**src/rtl/input_debounce.sv**
```systemverilog
// input_debounce: board-input front end. Synchronises and debounces the slide
// switches and push buttons. It produces stable levels, registered rise/fall
// pulses and button press pulses, all paced by a shared sample-tick prescaler.
// Optional build macro AUTOREPEAT_EN adds a per-button hold/auto-repeat FSM.
// Without it, btn_press_o is simply the debounced rising edge.
module input_debounce #(
   parameter int NSW          = 16,
   parameter int NBTN         = 5,
   parameter int TICK_DIV     = 100000,
   parameter int STABLE_CNT   = 8,
   parameter int HOLD_TICKS   = 500,
   parameter int REPEAT_TICKS = 100
) (
   input  logic            clk,
   input  logic            rstn,
   input  logic [NSW-1:0]  sw_i,
   input  logic [NBTN-1:0] btn_i,
   output logic [NSW-1:0]  sw_o,
   output logic [NSW-1:0]  sw_rise_o,
   output logic [NSW-1:0]  sw_fall_o,
   output logic [NBTN-1:0] btn_o,
   output logic [NBTN-1:0] btn_press_o,
   output logic            tick_o
);

   localparam int NB = NSW + NBTN;
   localparam int PW = (TICK_DIV > 1) ? $clog2(TICK_DIV) : 1;
   localparam int CW = (STABLE_CNT > 1) ? $clog2(STABLE_CNT) : 1;
   localparam logic [PW-1:0] PRESC_LAST = PW'(TICK_DIV - 1);
   localparam logic [CW-1:0] CNT_LAST   = CW'(STABLE_CNT - 1);

   // Reject parameter sets the counters below cannot represent.
   if (TICK_DIV < 2 || STABLE_CNT < 1 || HOLD_TICKS < 1 || REPEAT_TICKS < 1) begin : g_param_check
      $error("input_debounce: invalid parameter set");
   end

   // Buttons sit above the switches in the combined input vector.
   logic [NB-1:0]   sync1_d, sync1_q, sync2_d, sync2_q;
   logic [PW-1:0]   presc_d, presc_q;
   logic            tick;
   logic [NB-1:0]   stable_d, stable_q;
   logic [CW-1:0]   cnt_d [NB];
   logic [CW-1:0]   cnt_q [NB];
   logic [NSW-1:0]  rise_d, rise_q, fall_d, fall_q;
   logic [NBTN-1:0] btn_rise;
   logic [NBTN-1:0] press_d, press_q;

   // Two-flop synchroniser inputs and the free-running sample prescaler.
   always_comb begin
      sync1_d = {btn_i, sw_i};
      sync2_d = sync1_q;
      tick    = (presc_q == PRESC_LAST);
      presc_d = tick ? '0 : presc_q + PW'(1);
   end

   // Per-bit debounce: any agreeing tick restarts the run of differing ticks.
   always_comb begin
      stable_d = stable_q;
      cnt_d    = cnt_q;
      if (tick) begin
         for (int i = 0; i < NB; i++) begin
            if (sync2_q[i] == stable_q[i]) begin
               cnt_d[i] = '0;
            end else if (cnt_q[i] == CNT_LAST) begin
               stable_d[i] = sync2_q[i];
               cnt_d[i]    = '0;
            end else begin
               cnt_d[i] = cnt_q[i] + CW'(1);
            end
         end
      end
      rise_d   = stable_d[NSW-1:0] & ~stable_q[NSW-1:0];
      fall_d   = ~stable_d[NSW-1:0] & stable_q[NSW-1:0];
      btn_rise = stable_d[NB-1:NSW] & ~stable_q[NB-1:NSW];
   end

`ifdef AUTOREPEAT_EN
   localparam int TMAX = (HOLD_TICKS > REPEAT_TICKS) ? HOLD_TICKS : REPEAT_TICKS;
   localparam int TW   = (TMAX > 1) ? $clog2(TMAX) : 1;
   localparam logic [TW-1:0] HOLD_LAST   = TW'(HOLD_TICKS - 1);
   localparam logic [TW-1:0] REPEAT_LAST = TW'(REPEAT_TICKS - 1);

   typedef enum logic [1:0] {ST_IDLE, ST_HOLD, ST_REPEAT} btn_state_e;

   btn_state_e    state_d [NBTN];
   btn_state_e    state_q [NBTN];
   logic [TW-1:0] tcnt_d  [NBTN];
   logic [TW-1:0] tcnt_q  [NBTN];

   // Button hold/repeat FSM; a release forces IDLE ahead of any repeat pulse.
   always_comb begin
      state_d = state_q;
      tcnt_d  = tcnt_q;
      press_d = '0;
      for (int b = 0; b < NBTN; b++) begin
         if (!stable_d[NSW+b]) begin
            state_d[b] = ST_IDLE;
            tcnt_d[b]  = '0;
         end else begin
            case (state_q[b])
               ST_IDLE: begin
                  if (btn_rise[b]) begin
                     press_d[b] = 1'b1;
                     tcnt_d[b]  = '0;
                     state_d[b] = ST_HOLD;
                  end
               end
               ST_HOLD: begin
                  if (tick) begin
                     if (tcnt_q[b] == HOLD_LAST) begin
                        press_d[b] = 1'b1;
                        tcnt_d[b]  = '0;
                        state_d[b] = ST_REPEAT;
                     end else begin
                        tcnt_d[b] = tcnt_q[b] + TW'(1);
                     end
                  end
               end
               ST_REPEAT: begin
                  if (tick) begin
                     if (tcnt_q[b] == REPEAT_LAST) begin
                        press_d[b] = 1'b1;
                        tcnt_d[b]  = '0;
                     end else begin
                        tcnt_d[b] = tcnt_q[b] + TW'(1);
                     end
                  end
               end
               default: begin
                  state_d[b] = ST_IDLE;
                  tcnt_d[b]  = '0;
               end
            endcase
         end
      end
   end

   // Button FSM state and tick-count registers.
   always_ff @(posedge clk or negedge rstn) begin
      if (!rstn) begin
         for (int b = 0; b < NBTN; b++) begin
            state_q[b] <= ST_IDLE;
            tcnt_q[b]  <= '0;
         end
      end else begin
         state_q <= state_d;
         tcnt_q  <= tcnt_d;
      end
   end
`else
   // Without auto-repeat a press is just the debounced rising edge.
   always_comb begin
      press_d = btn_rise;
   end
`endif

   // Synchroniser, prescaler, debounce state and registered edge pulses.
   always_ff @(posedge clk or negedge rstn) begin
      if (!rstn) begin
         sync1_q  <= '0;
         sync2_q  <= '0;
         presc_q  <= '0;
         stable_q <= '0;
         for (int i = 0; i < NB; i++) begin
            cnt_q[i] <= '0;
         end
         rise_q   <= '0;
         fall_q   <= '0;
         press_q  <= '0;
      end else begin
         sync1_q  <= sync1_d;
         sync2_q  <= sync2_d;
         presc_q  <= presc_d;
         stable_q <= stable_d;
         cnt_q    <= cnt_d;
         rise_q   <= rise_d;
         fall_q   <= fall_d;
         press_q  <= press_d;
      end
   end

   assign sw_o        = stable_q[NSW-1:0];
   assign btn_o       = stable_q[NB-1:NSW];
   assign sw_rise_o   = rise_q;
   assign sw_fall_o   = fall_q;
   assign btn_press_o = press_q;
   assign tick_o      = tick;

endmodule

```
**config.mk**
```make
export PLATFORM = sky130hd
export DESIGN_NAME = input_debounce
export DESIGN_NICKNAME = d
export VERILOG_FILES = /design/src/rtl/input_debounce.sv
export SDC_FILE = /design/constraint.sdc
export NUM_CORES = 1
export LEC_CHECK = 0
export CORE_ASPECT_RATIO = 0.5
export CORE_MARGIN = 2
export CORE_UTILIZATION = 60
export CTS_CLUSTER_DIAMETER = 60
export DETAILED_ROUTE_END_ITERATION = 10
export PLACE_DENSITY = 0.84
export SLEW_MARGIN = 30
export SYNTH_ARGS = -nofsm -noshare
export SYNTH_HDL_FRONTEND = slang
export SYNTH_SLANG_ARGS = --single-unit
export TNS_END_PERCENT = 5
```
**constraint.sdc**
```tcl
create_clock -name clk -period 4.65 [get_ports clk]
set_clock_uncertainty 0.15 [all_clocks]
set_input_delay 0.465 -clock clk [delete_from_list [all_inputs] [get_ports clk]]
set_output_delay 0.465 -clock clk [all_outputs]
set_load 0.1 [all_outputs]
```
==> flow_metrics.py, run 1 <==
metrics = {
    "status": {
        "status": "complete, no violations",
    },
    "cts": {
        "cts_resized": 0,
        "cts.sinks": 180,
        "clock_latency_ns": 0.42,
        "clk_path_buf_depth": 2,
        "cts-buffers-inserted": 17,
        "htree_levels": 4,
        "clk_pin_slew_ns": 0.07,
        "post_cts_buffers": 0,
        "cts_tree": "yes",
        "cts_root_buf": "clkbuf_16",
    },
    "synthesis": {
        "synthDistinctLibCells": 31,
        "ys.flop_type": "dfrtp_1",
        "ys_seq_area_share_pct": 61.8,
        "synth_top_area_share_pct": 61.8,
        "synth_area_leader_cell": "dfrtp_1",
        "synthCells": 599,
        "yosys-top-cells-area": "dfrtp_1 62%, ha_1 7.4%, nand2_1 7.1%, nand3_1 3.7%, mux2_2 3.1%",
        "ys_ff_latch": 180,
        "avgSynthCellArea_sq_um": 12.2,
        "ys_async_sr_fraction_pct": 100,
        "synth_edf_count": 0,
        "ys_warn_count": 0,
        "netlist_area_sq_um": 7290,
        "syn_nets": 665,
    },
    "placement": {
        "hpwl_um": 8160,
        "numPlacedInstances": 833,
        "port_buffers": 81,
        "place.gp.congestion": 0.781,
        "dp_slack_ns": 1.41,
    },
    "timing": {
        "fin_ws_ns": 1.70,
        "tns_ns": 0,
        "slew_headroom_pct": 33.0,
        "worstMarginPinSlew_ns": 1.00,
        "grt_setup_unrepaired": "false",
        "clock.fmax_ghz": 0.339,
        "post-route-period-util_pct": 63.5,
        "final_max_slew_viol_count": 0,
        "report.final.hold_viol_count": 0,
        "min_period_ns": 2.95,
        "setup_viol": 0,
    },
    "final_layout": {
        "final_common_cell": "dfrtp_1",
        "mostFrequentLayoutCells": "180 x dfrtp_1, 137 x nand2_1, 79 x clkdlybuf4s50_1",
        "utilization_pct": 74.4,
        "drive_gt1_share_pct": 8.99,
        "n_antenna_cell": 0,
        "layout.cells.non_filler": 866,
        "fin_nets": 754,
        "syn2layout_area_growth_pct": 20.8,
    },
    "floorplanning": {
        "rows": 28,
        "start_util_pct": 61.6,
        "ios": 82,
        "coreArea_sq_um": 11800,
        "die_w_um": 160,
        "die-area_sq_um": 13100,
        "die_h_um": 81.9,
    },
    "route": {
        "drt_iter0_markers": 384,
        "wl_per_cell_um": 15.1,
        "ant_nets": 0,
        "routed_wl_um": 13100,
        "vias_per_cell": 5.44,
        "vias": 4712,
        "firstDrtPassIters": 6,
        "drc": 0,
    },
    "hold_path": {
        "hold_class": "flop to flop",
    },
    "setup_path": {
        "setup.worst_path.start_class": "flop",
        "crit_path_end_kind": "output port",
        "reg2reg_setup_slack_ns": 1.79,
        "crit_type": "flop to output port",
        "path_max_fanout": 10,
        "cp.arrival_ns": 2.34,
        "cp.required_ns": 4.03,
    },
    "global_routing": {
        "first_global_vias": 4930,
        "antenna_found_initial": 0,
        "globalRouteTotalUtil_pct": 22.0,
        "grt_max_degree": 105,
        "overflow": 0,
        "grt_first_pass_wirelength_um": 22600,
    },
    "power_and_ir_drop": {
        "leakagePower_nw": 4.51,
        "ir_drop_v": 0.000242,
        "p_per_area_nw_per_um2": 349,
    },
    "job": {
        "maxCapViolCount": 0,
    },
}
## cells by family after synthesis
group / Yosys count / synth area share, %
compound gates: 12 / 1.20
simple gates: 292 / 20.2
fa+ha+maj: 43 / 7.38
flops: 180 / 61.8
buf+inv: 17 / 2.15
mux: 21 / 3.24
xor+xnor: 34 / 4.08
## metrics by stage
stage	cell area, sq um	hold WS (ns)	total power [mW]
3_5_place_dp	8210	0.185	1.69
3_3_place_gp	8210	0.183	1.69
5_1_grt	8810	0.204	3.16
6_report	8810	0.196	3.07
2_1_floorplan	7290	0.0194	1.64
4_1_cts	8800	0.197	3.10
## sequential cells by signal, summed over array words and instances (netlist names)
signal and count:
cnt_q 63, sw_fall_o 16, btn_press_o 5, presc_q 17, stable_q 21, sync1_q 21, sync2_q 21, sw_rise_o 16
## timing repair
item / CTS / global route
hold buffers: 1 / 0
hold endpoints to repair: 76 / 0
endpoints found under the setup margin: 0 / 0
## critical path, cell delays in order (launching register included)
cell,delay (ns)
dfrtp_1,0.43
or4b_4,0.61
nor4_4,0.32
buf_4,0.23
buf_4,0.31
## path summary, 6_finish.rpt
path,endpoint,from,depth (start not counted)
max reg2reg,cnt_q[48],presc_q[13],5
max,tick_o,presc_q[13],4
max in group asynchronous,sync1_q[1],rstn,3
min reg2reg,sync2_q[10],sync1_q[10],0
min in group asynchronous,stable_q[15],rstn,2
min,sync2_q[10],sync1_q[10],0
## power by group
| group | total (mW) | switching [mW] | internal (mW) |
|---|---|---|---|
| clock | 1.41 | 0.611 | 0.794 |
| combinational | 0.0662 | 0.0402 | 0.0260 |
| sequential | 1.60 | 0.0132 | 1.58 |
## metal layers
| metal | wire length [um] | part of all wire (%) | up-vias | global-route usage (%) |
|---|---|---|---|---|
| li1 | - | - | 2234 | - |
| met1 | 5400 | 41 | 2376 | 25.8 |
| met2 | 6920 | 53 | 87 | 40.3 |
| met3 | 606 | 4.6 | 15 | 5.76 |
| met4 | 146 | 1.1 | 0 | 8.11 |
| met5 | 0 | 0 | - | 0 |
## cell type report
cell class	count	area [sq um]
well taps	165	206
repair buffers	87	882
clock buffers	17	425
flip-flops and latches	180	4500
multi-input cells	402	2630
clock inverters	15	154
fillers	760	3040
## cells in the mapped netlist, types with 2 or more instances
cell type,instances
buf_2,10
nand4_1,5
a21o_1,8
nand3_1,54
xor2_1,18
xnor2_1,16
nand3b_1,8
nor2_1,29
and4b_1,7
and2_1,2
nand2_1,137
and4_1,3
o31ai_1,2
mux2_2,20
or4_1,2
nor3b_1,30
dfrtp_1,180
ha_1,43
buf_8,5
nor4_4,2
nor4_1,8
Power figures use the tool's default switching activity.
==> run 2, diff against run 1 <==
Settings changed: CORE_UTILIZATION 60 to 56, PLACE_DENSITY 0.84 to 0.8.
Clock period 4.65 ns to 2.95 ns, I/O delays scaled along.
==> flow_metrics.py, run 2 (same netlist as run 1, synthesis figures left out) <==
metrics = {
    "final_layout": {
        "final_common_cell": "dfrtp_1",
        "n_antenna_cell": 0,
        "layout.cells.non_filler": 876,
        "design_area_sq_um": 8730,
        "drive_gt1_share_pct": 17.7,
        "mostFrequentLayoutCells": "180 x dfrtp_1, 137 x nand2_1, 65 x buf_4",
        "syn2layout_area_growth_pct": 19.7,
        "regMostFlops": "cnt_q",
        "num-fill-cells": 930,
        "fin_nets": 759,
        "largest_reg_flops": 63,
    },
    "setup_path": {
        "regToRegEndpoint": "cnt_q[21]",
        "cpPeakStageDelay_ns": 0.72,
        "slowest_stage": "or4_2",
        "path_max_fanout": 73,
        "crit_chain": "or4b_4 > or4_2 > buf_12 > nor4_1 > a21o_1",
        "r2r_start": "presc_q[13]",
        "cp-endpoint": "cnt_q[21]",
        "crit_type": "flop to flop",
        "startpoint": "presc_q[13]",
        "cp.required_ns": 3.16,
        "setup.worst_path.start_class": "flop",
        "rr_worst_depth": 5,
        "reg2reg_setup_slack_ns": 0.28,
        "crit_path_end_kind": "flop",
        "cp.arrival_ns": 2.89,
    },
    "route": {
        "ant_nets": 0,
        "vias_per_cell": 5.33,
        "drt_iter0_markers": 282,
        "routed_wl_um": 12600,
        "dr_wl_met3_um": 463,
        "dr.max_layer_used": "met4",
        "route.met2.wl_um": 6410,
        "wl_per_cell_um": 14.4,
        "drc": 0,
        "wl_met1_um": 5610,
        "firstDrtPassIters": 5,
        "vias": 4670,
    },
    "timing": {
        "holdWs_ns": 0.153,
        "tns_ns": 0,
        "min_period_ns": 2.67,
        "grt_setup_unrepaired": "false",
        "setup_viol": 0,
        "slew_headroom_pct": 60.4,
        "final_max_slew_viol_count": 0,
        "post-route-period-util_pct": 90.6,
        "worstMarginPinSlew_ns": 0.594,
        "clock.fmax_ghz": 0.374,
        "report.final.hold_viol_count": 0,
    },
    "placement": {
        "numPlacedInstances": 843,
        "hpwl_um": 8080,
        "place.gp.congestion": 0.775,
        "port_buffers": 81,
        "post_dp_cell_area_sq_um": 8140,
    },
    "power_and_ir_drop": {
        "leakagePower_nw": 4.66,
        "total_power_mw": 4.83,
        "p_per_area_nw_per_um2": 553,
        "ir_drop_v": 0.000372,
    },
    "floorplanning": {
        "die-area_sq_um": 14000,
        "start_util_pct": 57.4,
        "coreArea_sq_um": 12700,
        "rows": 29,
        "die_h_um": 84.7,
        "ios": 82,
        "die_w_um": 165,
    },
    "cts": {
        "clk_path_buf_depth": 2,
        "clk_pin_slew_ns": 0.07,
        "post_cts_buffers": 0,
        "cts.sinks": 180,
        "cts-buffers-inserted": 17,
        "cts_root_buf": "clkbuf_16",
        "cts_tree": "yes",
        "clock_latency_ns": 0.42,
        "htree_levels": 4,
    },
    "global_routing": {
        "overflow": 0,
        "antenna_found_initial": 0,
        "grt_max_degree": 74,
        "globalRouteTotalUtil_pct": 20.0,
        "first_global_vias": 4751,
        "grt_first_pass_wirelength_um": 21900,
    },
    "status": {
        "status": "complete, no violations",
    },
    "job": {
        "maxCapViolCount": 0,
    },
    "hold_path": {
        "hold_class": "input port to flop",
    },
}
-- run 2: worst max-delay path: cells and delay by family, from the launching register on --
| family | cells | cell delay (ns) |
|---|---|---|
| buffers and inverters | 1 | 0.24 |
| AOI/OAI and AO/OA | 1 | 0.12 |
| DFF | 1 | 0.43 |
| and+or+nand+nor | 3 | 1.65 |
-- run 2: per-layer routing --
| metal | vias up | global-route usage, % |
|---|---|---|
| met5 | - | 0 |
| met4 | 0 | 7.21 |
| met3 | 16 | 5.19 |
| met2 | 70 | 33.9 |
| met1 | 2330 | 25.0 |
| li1 | 2254 | - |
-- run 2: worst min-delay path by stage --
| stage | to | startpoint | cells past startpoint |
|---|---|---|---|
| floorplan | btn_press_o[0] | rstn | 0 |
| global placement | sw_rise_o[14] | rstn | 1 |
| detailed placement | sw_fall_o[14] | rstn | 1 |
| CTS | sync1_q[12] | sw_i[12] | 1 |
| global route | sync1_q[5] | sw_i[5] | 1 |
| finish | sync1_q[2] | sw_i[2] | 1 |
-- run 2: area by class of cell --
cell class	instances	area, sq um	share of cell area [%]
Multi-Input combinational cell	402	2630	30.1
Timing Repair Buffer	92	800	9.16
Clock buffer	18	429	4.92
Sequential cell	180	4500	51.6
Tap cell	170	213	2.44
Clock inverter	14	151	1.73
-- run 2: repair_timing --
item | in CTS | in global routing
gates resized for setup | 0 | 0
hold buffers | 1 | 0
setup endpoints to repair | 0 | 0
hold endpoints to repair | 61 | 0
-- run 2: power by group --
part           total (mW)  internal [mW]  switching (mW)
Combinational       0.108         0.0435          0.0645
Clock                2.21           1.26           0.949
Sequential           2.52           2.50          0.0194
-- run 2: metrics by stage --
| step | worst slack (ns) | utilization (%) |
|---|---|---|
| finish | 0.276 | 68.7 |
| global route | 0.170 | 68.7 |
| CTS | 0.270 | 68.7 |
| detailed placement | 0.337 | 64.1 |
| global placement | 0.412 | 64.1 |
| floorplan | 0.387 | - |
==> run 3, diff against run 2 <==
--- a/config.mk
+++ b/config.mk
@@ -8,7 +8,5 @@
 export CORE_ASPECT_RATIO = 0.5
-export CORE_MARGIN = 2
-export CORE_UTILIZATION = 56
+export CORE_UTILIZATION = 35
 export CTS_CLUSTER_DIAMETER = 60
 export DETAILED_ROUTE_END_ITERATION = 10
-export PLACE_DENSITY = 0.8
 export SLEW_MARGIN = 30
--- a/constraint.sdc
+++ b/constraint.sdc
@@ -4,2 +4,2 @@
 set_output_delay 0.295 -clock clk [all_outputs]
-set_load 0.1 [all_outputs]
+set_load 0.01 [all_outputs]
==> flow_metrics.py, run 3 (same netlist as run 1, synthesis figures left out) <==
metrics = {
    "setup_path": {
        "crit_path_end_kind": "output port",
        "crit_type": "flop to output port",
        "startpoint": "presc_q[6]",
        "regToRegEndpoint": "cnt_q[12]",
        "setup.worst_path.start_class": "flop",
        "reg2reg_setup_slack_ns": 0.32,
        "cp.required_ns": 2.51,
        "cp-endpoint": "tick_o",
        "path_max_fanout": 4,
        "cp.arrival_ns": 2.42,
        "rr_worst_depth": 5,
        "cpPeakStageDelay_ns": 0.59,
        "crit_chain": "or4b_4 > nor4_4 > buf_4 > clkdlybuf4s50_1",
        "slowest_stage": "or4b_4",
        "r2r_start": "presc_q[13]",
    },
    "cts": {
        "htree_levels": 4,
        "cts_tree": "yes",
        "clk_path_buf_depth": 2,
        "clk_pin_slew_ns": 0.07,
        "cts.sinks": 180,
        "clock_latency_ns": 0.43,
        "cts-buffers-inserted": 17,
        "cts_root_buf": "clkbuf_16",
    },
    "timing": {
        "final_max_slew_viol_count": 0,
        "clock.fmax_ghz": 0.349,
        "report.final.hold_viol_count": 0,
        "slew_headroom_pct": 53.6,
        "tns_ns": 0,
        "setup_viol": 0,
        "grt_setup_unrepaired": "false",
        "worstMarginPinSlew_ns": 0.695,
        "post-route-period-util_pct": 97.3,
        "min_period_ns": 2.87,
    },
    "placement": {
        "place.gp.congestion": 0.773,
        "port_buffers": 81,
        "hpwl_um": 8290,
        "numPlacedInstances": 936,
    },
    "job": {
        "maxCapViolCount": 0,
    },
    "route": {
        "dr_wl_met3_um": 401,
        "routed_wl_um": 12900,
        "wl_per_cell_um": 13.3,
        "firstDrtPassIters": 4,
        "vias": 4451,
        "wl_met1_um": 6500,
        "route.met2.wl_um": 5800,
        "drt_iter0_markers": 229,
        "vias_per_cell": 4.59,
        "ant_nets": 0,
        "dr.max_layer_used": "met4",
        "drc": 0,
    },
    "power_and_ir_drop": {
        "switching_share_pct": 21.4,
        "clkPwrFrac_pct": 46.2,
        "leakagePower_nw": 4.55,
        "ir_drop_v": 0.000348,
        "comb_power_share_pct": 2.2,
        "switchingPower_mw": 1.04,
        "p_per_area_nw_per_um2": 542,
        "p_seq_share_pct": 51.6,
        "p_int_mw": 3.84,
    },
    "final_layout": {
        "regMostFlops": "cnt_q",
        "mostFrequentLayoutCells": "180 x dfrtp_1, 137 x nand2_1, 80 x clkdlybuf4s50_1",
        "fin_nets": 757,
        "largest_reg_flops": 63,
        "utilization_pct": 45.2,
        "syn2layout_area_growth_pct": 23.5,
        "layout.cells.non_filler": 970,
        "final_common_cell": "dfrtp_1",
        "n_antenna_cell": 0,
        "drive_gt1_share_pct": 9.09,
    },
    "status": {
        "status": "complete, no violations",
    },
    "floorplanning": {
        "rows": 36,
        "coreArea_sq_um": 19900,
        "ios": 82,
        "die_w_um": 206,
        "start_util_pct": 36.6,
        "die-area_sq_um": 21400,
        "die_h_um": 104,
    },
    "global_routing": {
        "antenna_found_initial": 0,
        "overflow": 0,
        "first_global_vias": 4435,
        "globalRouteTotalUtil_pct": 13.0,
        "grt_max_degree": 75,
        "grt_first_pass_wirelength_um": 21900,
    },
    "hold_path": {
        "hold_class": "input port to flop",
    },
}
==> run 3: cell types whose count changed in the layout (fill, tap and decap cells not counted), sizes merged <==
cell / before / now
clkbuf: 18 / 21
clkinv: 4 / 5
buf: 70 / 9
inv: 4 / 2
clkdlybuf4s50: 21 / 80
clkinvlp: 4 / 2
==> run 3: metal layers <==
metal,track usage [%],vias up
met1,17.6,2160
met3,3.63,16
met2,19.4,47
li1,-,2228
met5,0,-
met4,5.20,0
==> run 3: critical path, delay by kind of cell (launching register included) <==
family / cells / cell delay, ns
buffers and inverters: 2 / 0.71
and+or+nand+nor: 2 / 0.86
DFF: 1 / 0.41
==> run 3: stage by stage <==
step / setup slack (ns) / power (mW) / hold WS [ns] / cell area [sq um]
2_1_floorplan: 0.649 / 2.58 / -0.151 / 7290
3_5_place_dp: 0.351 / 2.68 / 0.185 / 8400
4_1_cts: 0.0569 / 4.96 / 0.130 / 9000
5_1_grt: 0.00235 / 5.08 / 0.124 / 9000
3_3_place_gp: 0.380 / 2.67 / 0.183 / 8400
6_report: 0.0808 / 4.88 / 0.145 / 9000
==> run 3: area by class of cell <==
| cell class | count | area [sq um] |
|---|---|---|
| fillers | 1855 | 10900 |
| flip-flops and latches | 180 | 4500 |
| multi-input cells | 402 | 2640 |
| repair buffers | 90 | 945 |
| clock buffers | 21 | 460 |
| well taps | 266 | 333 |
| clock inverters | 11 | 125 |
==> run 3: power groups by stage <==
stage | Clock, mW | Combinational (mW) | Sequential (mW)
after CTS | 2.33 | 0.115 | 2.52
after detailed placement | 0 | 0.113 | 2.56
after global placement | 0 | 0.111 | 2.56
final | 2.25 | 0.109 | 2.52
after floorplan | 0 | 0.0214 | 2.56
after global routing | 2.44 | 0.125 | 2.52
==> run 3: timing repair <==
| item | in CTS | in global routing |
|---|---|---|
| hold endpoints to repair | 72 | 0 |
| resized for setup | 1 | 0 |
| hold buffers | 1 | 0 |
| setup endpoints to repair | 1 | 0 |
| buffers inserted | 1 | 0 |
==> run 3: worst min-delay path by stage <==
stage	to	cells after the start	slack [ns]	start
after floorplan	btn_press_o[0]	0	-0.15	rstn
after global placement	sync2_q[2]	0	0.18	sync1_q[2]
after detailed placement	sync2_q[12]	0	0.18	sync1_q[12]
after CTS	sync1_q[16]	1	0.13	btn_i[0]
after global routing	sync1_q[8]	1	0.12	sw_i[8]
final	sync1_q[16]	1	0.14	btn_i[0]
